<file path="src/rtl/led_band_pkg.sv">
// Shared types and constants for the LED band sequencer: FSM states, command
// window lengths and the per-phase pulse count lookup.
package led_band_pkg;

  typedef enum logic [2:0] {
    IDLE    = 3'd0,
    FCWRTEN = 3'd1,
    FCDATA  = 3'd2,
    WRTFC   = 3'd3,
    GSDATA  = 3'd4
  } state_e;

  localparam int FC_BITS     = 48;
  localparam int GS_BITS     = 48;
  localparam int FCWRTEN_LEN = 15;
  localparam int WRTFC_LEN   = 5;
  localparam int WRTGS_LEN   = 1;
  localparam int LATGS_LEN   = 3;

  // Number of SCLK pulses that make up one phase (one GS word for GSDATA).
  function automatic logic [5:0] phase_pulses(input state_e s);
    case (s)
      FCWRTEN: phase_pulses = 6'(FCWRTEN_LEN);
      FCDATA:  phase_pulses = 6'(FC_BITS);
      WRTFC:   phase_pulses = 6'(WRTFC_LEN);
      GSDATA:  phase_pulses = 6'(GS_BITS);
      default: phase_pulses = 6'd0;
    endcase
  endfunction

endpackage

</file>
<file path="src/rtl/led_band_sequencer_sclk.sv">
// Gated SCLK divider: while enabled it idles low for SCLK_DIV clk, then toggles
// every SCLK_DIV clk and counts rising edges. Clearing parks it low at zero.
module led_sclk_gen
  import led_band_pkg::*;
#(
  parameter int SCLK_DIV = 2
) (
  input  logic       clk,
  input  logic       rst,
  input  logic       en_i,
  input  logic       clr_i,
  output logic       sclk_o,
  output logic       rise_pulse_o,
  output logic       fall_pulse_o,
  output logic [5:0] pulse_cnt_o
);

  localparam int HW = $clog2(SCLK_DIV);

  logic [HW-1:0] half_q, half_d;
  logic          sclk_q, sclk_d;
  logic [5:0]    cnt_q, cnt_d;
  logic          wrap;

  assign wrap = (half_q == HW'(SCLK_DIV - 1));

  // Strobes flag that SCLK changes at the coming clk edge.
  assign rise_pulse_o = en_i && !clr_i && wrap && !sclk_q;
  assign fall_pulse_o = en_i && !clr_i && wrap && sclk_q;
  assign sclk_o       = sclk_q;
  assign pulse_cnt_o  = cnt_q;

  always_comb begin
    half_d = half_q;
    sclk_d = sclk_q;
    cnt_d  = cnt_q;
    if (clr_i) begin
      half_d = '0;
      sclk_d = 1'b0;
      cnt_d  = '0;
    end else if (en_i) begin
      if (wrap) begin
        half_d = '0;
        sclk_d = !sclk_q;
        if (!sclk_q) cnt_d = cnt_q + 6'd1;
      end else begin
        half_d = half_q + HW'(1);
      end
    end
  end

  always_ff @(posedge clk or posedge rst) begin
    if (rst) begin
      half_q <= '0;
      sclk_q <= 1'b0;
      cnt_q  <= '0;
    end else begin
      half_q <= half_d;
      sclk_q <= sclk_d;
      cnt_q  <= cnt_d;
    end
  end

endmodule

</file>
<file path="src/rtl/led_band_sequencer.sv">
// LED band bus master: arbitrates FC-write and GS-frame requests and sequences
// SCLK/LAT so every LAT-high window holds exactly the command's edge count.
module led_band_sequencer
  import led_band_pkg::*;
#(
  parameter int SCLK_DIV = 2,
  parameter int N_WORDS  = 16
) (
  input  logic       clk,
  input  logic       rst,
  input  logic       fc_req,
  input  logic       gs_req,
  output logic       SCLK,
  output logic       LAT,
  output logic       sel_fc,
  output logic       busy,
  output logic       fc_done,
  output logic       gs_done,
  output logic [3:0] gs_word_idx,
  output logic [5:0] gs_bit_idx,
  output state_e     state_o
);

  localparam int          GW        = $clog2(2 * SCLK_DIV + 1);
  localparam logic [GW-1:0] GAP_LAST = GW'(2 * SCLK_DIV);
  localparam logic [5:0]  WRTGS_AT  = 6'(GS_BITS - WRTGS_LEN);
  localparam logic [5:0]  LATGS_AT  = 6'(GS_BITS - LATGS_LEN);

  state_e        state_q, state_d;
  logic          tail_q, tail_d;
  logic [GW-1:0] gap_q, gap_d;
  logic          lat_q, lat_d;
  logic          sel_fc_q, sel_fc_d;
  logic [3:0]    word_q, word_d;
  logic [5:0]    bit_q, bit_d;
  logic          fc_done_q, fc_done_d;
  logic          gs_done_q, gs_done_d;
  logic          fell_q, fell_d;

  logic          run;
  logic          rise_pulse, fall_pulse;
  logic [5:0]    pulse_cnt;
  logic          last_word;
  logic [5:0]    lat_at;
  logic          unused_rise;

  // tail_q covers the clk after the last falling edge through the end of the gap.
  assign run       = (state_q != IDLE) && !tail_q;
  assign last_word = (word_q == 4'(N_WORDS - 1));
  assign lat_at    = last_word ? LATGS_AT : WRTGS_AT;

  led_sclk_gen #(.SCLK_DIV(SCLK_DIV)) u_sclk (
    .clk          (clk),
    .rst          (rst),
    .en_i         (run),
    .clr_i        (!run),
    .sclk_o       (SCLK),
    .rise_pulse_o (rise_pulse),
    .fall_pulse_o (fall_pulse),
    .pulse_cnt_o  (pulse_cnt)
  );

  assign unused_rise = rise_pulse;

  always_comb begin
    state_d   = state_q;
    tail_d    = tail_q;
    gap_d     = gap_q;
    lat_d     = lat_q;
    sel_fc_d  = sel_fc_q;
    word_d    = word_q;
    bit_d     = bit_q;
    fc_done_d = 1'b0;
    gs_done_d = 1'b0;
    fell_d    = fall_pulse;
    if (state_q == IDLE) begin
      if (fc_req) begin
        state_d  = FCWRTEN;
        lat_d    = 1'b1;
        sel_fc_d = 1'b1;
      end else if (gs_req) begin
        state_d  = GSDATA;
        lat_d    = 1'b0;
        sel_fc_d = 1'b0;
        word_d   = 4'd0;
        bit_d    = 6'd47;
      end
    end else if (!tail_q) begin
      if (state_q == GSDATA && fall_pulse && bit_q != 6'd0) bit_d = bit_q - 6'd1;
      // fell_q marks the clk right after a falling edge: LAT may move there.
      if (state_q == GSDATA && fell_q && pulse_cnt == lat_at) lat_d = 1'b1;
      if (fall_pulse && pulse_cnt == phase_pulses(state_q)) begin
        tail_d = 1'b1;
        gap_d  = '0;
      end
    end else begin
      lat_d = 1'b0;
      if (gap_q == GAP_LAST) begin
        tail_d = 1'b0;
        gap_d  = '0;
        bit_d  = 6'd47;
        case (state_q)
          FCWRTEN: state_d = FCDATA;
          FCDATA: begin
            state_d = WRTFC;
            lat_d   = 1'b1;
          end
          WRTFC: begin
            state_d   = IDLE;
            fc_done_d = 1'b1;
          end
          GSDATA: begin
            if (last_word) begin
              state_d   = IDLE;
              gs_done_d = 1'b1;
              word_d    = 4'd0;
            end else begin
              word_d = word_q + 4'd1;
            end
          end
          default: state_d = IDLE;
        endcase
      end else begin
        gap_d = gap_q + GW'(1);
      end
    end
  end

  always_ff @(posedge clk or posedge rst) begin
    if (rst) begin
      state_q   <= IDLE;
      tail_q    <= 1'b0;
      gap_q     <= '0;
      lat_q     <= 1'b0;
      sel_fc_q  <= 1'b1;
      word_q    <= 4'd0;
      bit_q     <= 6'd47;
      fc_done_q <= 1'b0;
      gs_done_q <= 1'b0;
      fell_q    <= 1'b0;
    end else begin
      state_q   <= state_d;
      tail_q    <= tail_d;
      gap_q     <= gap_d;
      lat_q     <= lat_d;
      sel_fc_q  <= sel_fc_d;
      word_q    <= word_d;
      bit_q     <= bit_d;
      fc_done_q <= fc_done_d;
      gs_done_q <= gs_done_d;
      fell_q    <= fell_d;
    end
  end

  assign LAT         = lat_q;
  assign sel_fc      = sel_fc_q;
  assign busy        = (state_q != IDLE);
  assign fc_done     = fc_done_q;
  assign gs_done     = gs_done_q;
  assign gs_word_idx = word_q;
  assign gs_bit_idx  = bit_q;
  assign state_o     = state_q;

endmodule

</file>
<file path="config.mk">
export PLATFORM = sky130hd
export DESIGN_NAME = led_band_sequencer
export DESIGN_NICKNAME = d
export VERILOG_FILES = /design/src/rtl/led_band_pkg.sv /design/src/rtl/led_band_sequencer_sclk.sv /design/src/rtl/led_band_sequencer.sv
export SDC_FILE = /design/constraint.sdc
export NUM_CORES = 1
export LEC_CHECK = 0
export CAP_MARGIN = 20
export CORE_ASPECT_RATIO = 0.8
export CORE_MARGIN = 1.5
export CORE_UTILIZATION = 45
export CTS_BUF_LIST = sky130_fd_sc_hd__clkbuf_8 sky130_fd_sc_hd__clkbuf_16
export DETAILED_ROUTE_END_ITERATION = 12
export GPL_TIMING_DRIVEN = 0
export PLACE_DENSITY = 0.72
export REMOVE_ABC_BUFFERS = 1
export SLEW_MARGIN = 20
export SYNTH_ARGS = -nofsm -noshare
export SYNTH_HDL_FRONTEND = slang
export SYNTH_SLANG_ARGS = --single-unit
</file>
<file path="constraint.sdc">
create_clock -name clk -period 1.7 [get_ports clk]
set_input_delay 0.34 -clock clk [delete_from_list [all_inputs] [get_ports clk]]
set_output_delay 0.34 -clock clk [all_outputs]
set_load 0.01 [all_outputs]
</file>
==> metrics, run 1 <==
Unique masters post-synth 42; Net Sw Frac 0.398; VDD IR max 0.789 mV; Worst Slack Setup Final -0.183 ns; Hold Crit Class in2async; DR vias 1607; routed length on met3 317 µm; hold-fix buffers at CTS 0; Routed Antenna Nets 0; fin crit share 1.11; Root Buffer clkbuf_8; largest family of logic cells by synthesized area simple AND/OR/NAND/NOR gates; RR Startpoint state_o[1]; vias per cell 5.91; pwr dens 1500 mW/mm²; Seq/Total Area, Yosys 0.454; Max Clk Rate 531 MHz; wire length per cell 17.6 µm; CP Max Fanout 4; Synth Area in XOR/XNOR 0.0472; Final min period roughly 1.9 ns; CP max stage delay 0.43 ns; Main synth FF type dfrtp_1; run status finished, violations left; Cells after Synth 178; ratio of cells with drive above 1 in the final layout 0.330; most used cell along the critical path buf_6; clock sinks 30; max-slew violation count 0; synthesized area 0.00167 mm²; first-pass GRT wire length around 7.5 mm; combinational share of power 0.463; Layout area overhead 41.6%; starting density of the core 0.478; port bufs 22; Worst-Skew Late Latency 0.28 ns; CP max-delay cell dfrtp_2; sw power 1.41 mW; largest cells by area after synthesis dfrtp_1 (36%), dfstp_2 (9.4%), nor2_1 (5.2%); CTS tree done; setup violators final 10; CP Capture Type register; H-Tree Depth 2; arrival time worst endpoint 2.11 ns; DIE HEIGHT around 57 µm; WS Path Type reg2reg; multiplexer area fraction after synthesis 0.0247; failing checks negative setup slack; CP required roughly 1.9 ns; CP cell instances buf_6 -> or3b_4 -> buf_6 -> a211oi_4 -> nand2_1 -> a211oi_2 -> a21o_1; clock power share 0.165; Post-Place Setup Slack -1.15 ns; First-pass DRT Iterations 5; Met1 Wirelength 1.97 mm; Worst Max-Slew Pin Slew 0.644 ns; synthesized area per cell 9.38 µm²; Adder-Cell Fraction of Synth Area 0.0450; Post-synth ARST share 1.00; critical path startpoint state_o[1]; placed insts 235; #FFs+latches synth 30; Worst-path clk slew about 0.060 ns; Syn. warnings 0; post-synth top area share 0.360; Ant. Diodes 0; Starting DRT DRC Count 92; GPL Wtd Cong slightly below 0.8; die area about 0.0041 mm²; relative slew slack 0.570; Max-Cap Viols 0; GRT Overall Usage 0.239; Synth area leader dfrtp_1; vias in the first global route 1572; Top-Level Pins 23; CP Launch Type register; top-count cell post-synth dfrtp_1; Synth Area in Compound Gates 0.178; sequential power share 0.372; Post-DP HPWL between 2 and 3 mm; worst path bufs/invs 2; TritonCTS Buffers 5; Commonest cells post-synth dfrtp_1 (24), nor2_1 (23), nand2_1 (17), inv_1 (8), nor3_1 (7); initial antenna violation count 0; Top Layer Used met4; core footprint 0.00349 mm²; nets roughly 240; largest net degree at the start of global routing 31; TNS Setup -1.09 ns; DRT Wirelength 4.78 mm; internal cell power 2.14 mW; non-filler instance count after layout 272; leakage power 1.06 nW; EDFF count, synth 0; Simple-Gate Fraction of Synth Area 0.210; Clock Path Buffers 2; Final Skew 0.00313 ns; DR WL met2 2.36 mm; RSZ-0062 raised after global routing true; number of hold violations in the final report 0; critical path's top delay family simple AND/OR/NAND/NOR gates; drt drc 0; Std-Cell Rows 19; GRT overflow 0; Die W 71.1 µm
==> registers in the layout (all words and copies together), names as in the netlist <==
name                count
gs_bit_idx              6
u_sclk.pulse_cnt_o      6
gs_word_idx             4
gap_q                   3
state_o                 3
LAT                     1
fc_done                 1
fell_q                  1
gs_done                 1
sel_fc                  1
tail_q                  1
u_sclk.half_q           1
u_sclk.sclk_o           1
==> area by class of cell <==
type,count,area [µm²]
inverters,8,30.0
well taps,42,52.6
clock inverters,2,8.76
multi-input cells,133,980
clock buffers,6,82.6
flip-flops and latches,30,766
repair buffers,51,444
fillers,256,1130
==> path summary, 6_finish.rpt <==
path / to / slack [ns] / cells past startpoint
min in group clk: u_sclk.half_q / 0.50 / 1
worst min register to register: u_sclk.half_q / 0.50 / 1
worst min-delay path: u_sclk.sclk_o / 0.47 / 2
worst max-delay path: gs_bit_idx[2] / -0.18 / 7
max in group asynchronous: state_o[2] / 0.77 / 2
worst max register to register: gs_bit_idx[2] / -0.18 / 7
==> cells in the final DEF (no fill, tap or decap), types with 2 or more instances in the layout <==
cell type	count
buf_4	25
nor2_1	20
dfrtp_1	18
nand2_1	17
clkdlybuf4s50_1	12
dlygate4sd2_1	7
inv_1	6
o21ai_0	6
a22o_1	6
clkbuf_8	6
dfstp_2	6
dfrtp_2	6
nor3_1	5
and3_1	5
a21oi_1	5
xnor2_1	5
xor2_1	4
a31oi_1	4
buf_6	4
inv_2	3
nand2b_1	3
nor2b_1	3
mux2i_1	3
nand4_1	3
nor2_2	3
nand3_1	3
ha_1	3
nor3_4	2
a211oi_2	2
o2111a_1	2
o21ai_2	2
o31ai_1	2
ha_2	2
dlymetal6s2s_1	2
==> logic make-up (layout without fill, tap and decap cells) <==
logic type | count (synthesis) | after routing
AO/OA/AOI/OAI | 41 | 41
adder cells (fa/ha/maj) | 6 | 6
AND/OR/NAND/NOR | 73 | 73
buffers and inverters | 15 | 67
multiplexers | 4 | 4
flip-flops | 30 | 30
XOR/XNOR | 9 | 9
==> per-stage QoR <==
step	hold slack (ns)	utilization	power (mW)	instance area, µm²
floorplan	0.426	-	2.05	1630
CTS	0.482	0.623	3.32	2180
finish	0.467	0.676	3.55	2360
detailed placement	0.489	0.545	2.55	1900
global route	0.524	0.676	3.80	2360
global placement	0.477	0.545	2.49	1900
==> per-layer routing <==
metal / track usage / up-vias
met5: 0 / -
met4: 0.121 / 0
met3: 0.0459 / 16
met2: 0.389 / 72
met1: 0.307 / 789
li1: - / 730
==> worst register-to-register path: cells and delay by family (launching register included) <==
kind            cells  cell delay [ns]
compound gates      3             0.56
simple gates        2             0.57
buf+inv             2             0.26
flops               1             0.43
==> power by group through the flow <==
stage,clock network [mW],logic [mW],registers [mW]
2_1_floorplan,0,0.705,1.34
3_3_place_gp,0,1.15,1.34
3_5_place_dp,0,1.19,1.36
4_1_cts,0.593,1.43,1.30
5_1_grt,0.634,1.80,1.36
6_report,0.586,1.64,1.32
==> timing repair <==
| action | 4_1_cts | 5_1_grt |
|---|---|---|
| setup endpoints to repair | 37 | 20 |
| pin swaps | 12 | 11 |
| cloned | 0 | 0 |
| resized for setup | 27 | 26 |
| buffers inserted | 16 | 13 |
No activity file was read; power rests on OpenSTA's default activity.
==> inputs of run 2 (changes only) <==
Settings changed: CAP_MARGIN 20 to default.
==> results of run 2 <==
Same layout as run 1: the final DEF is identical, and so are final timing and power.
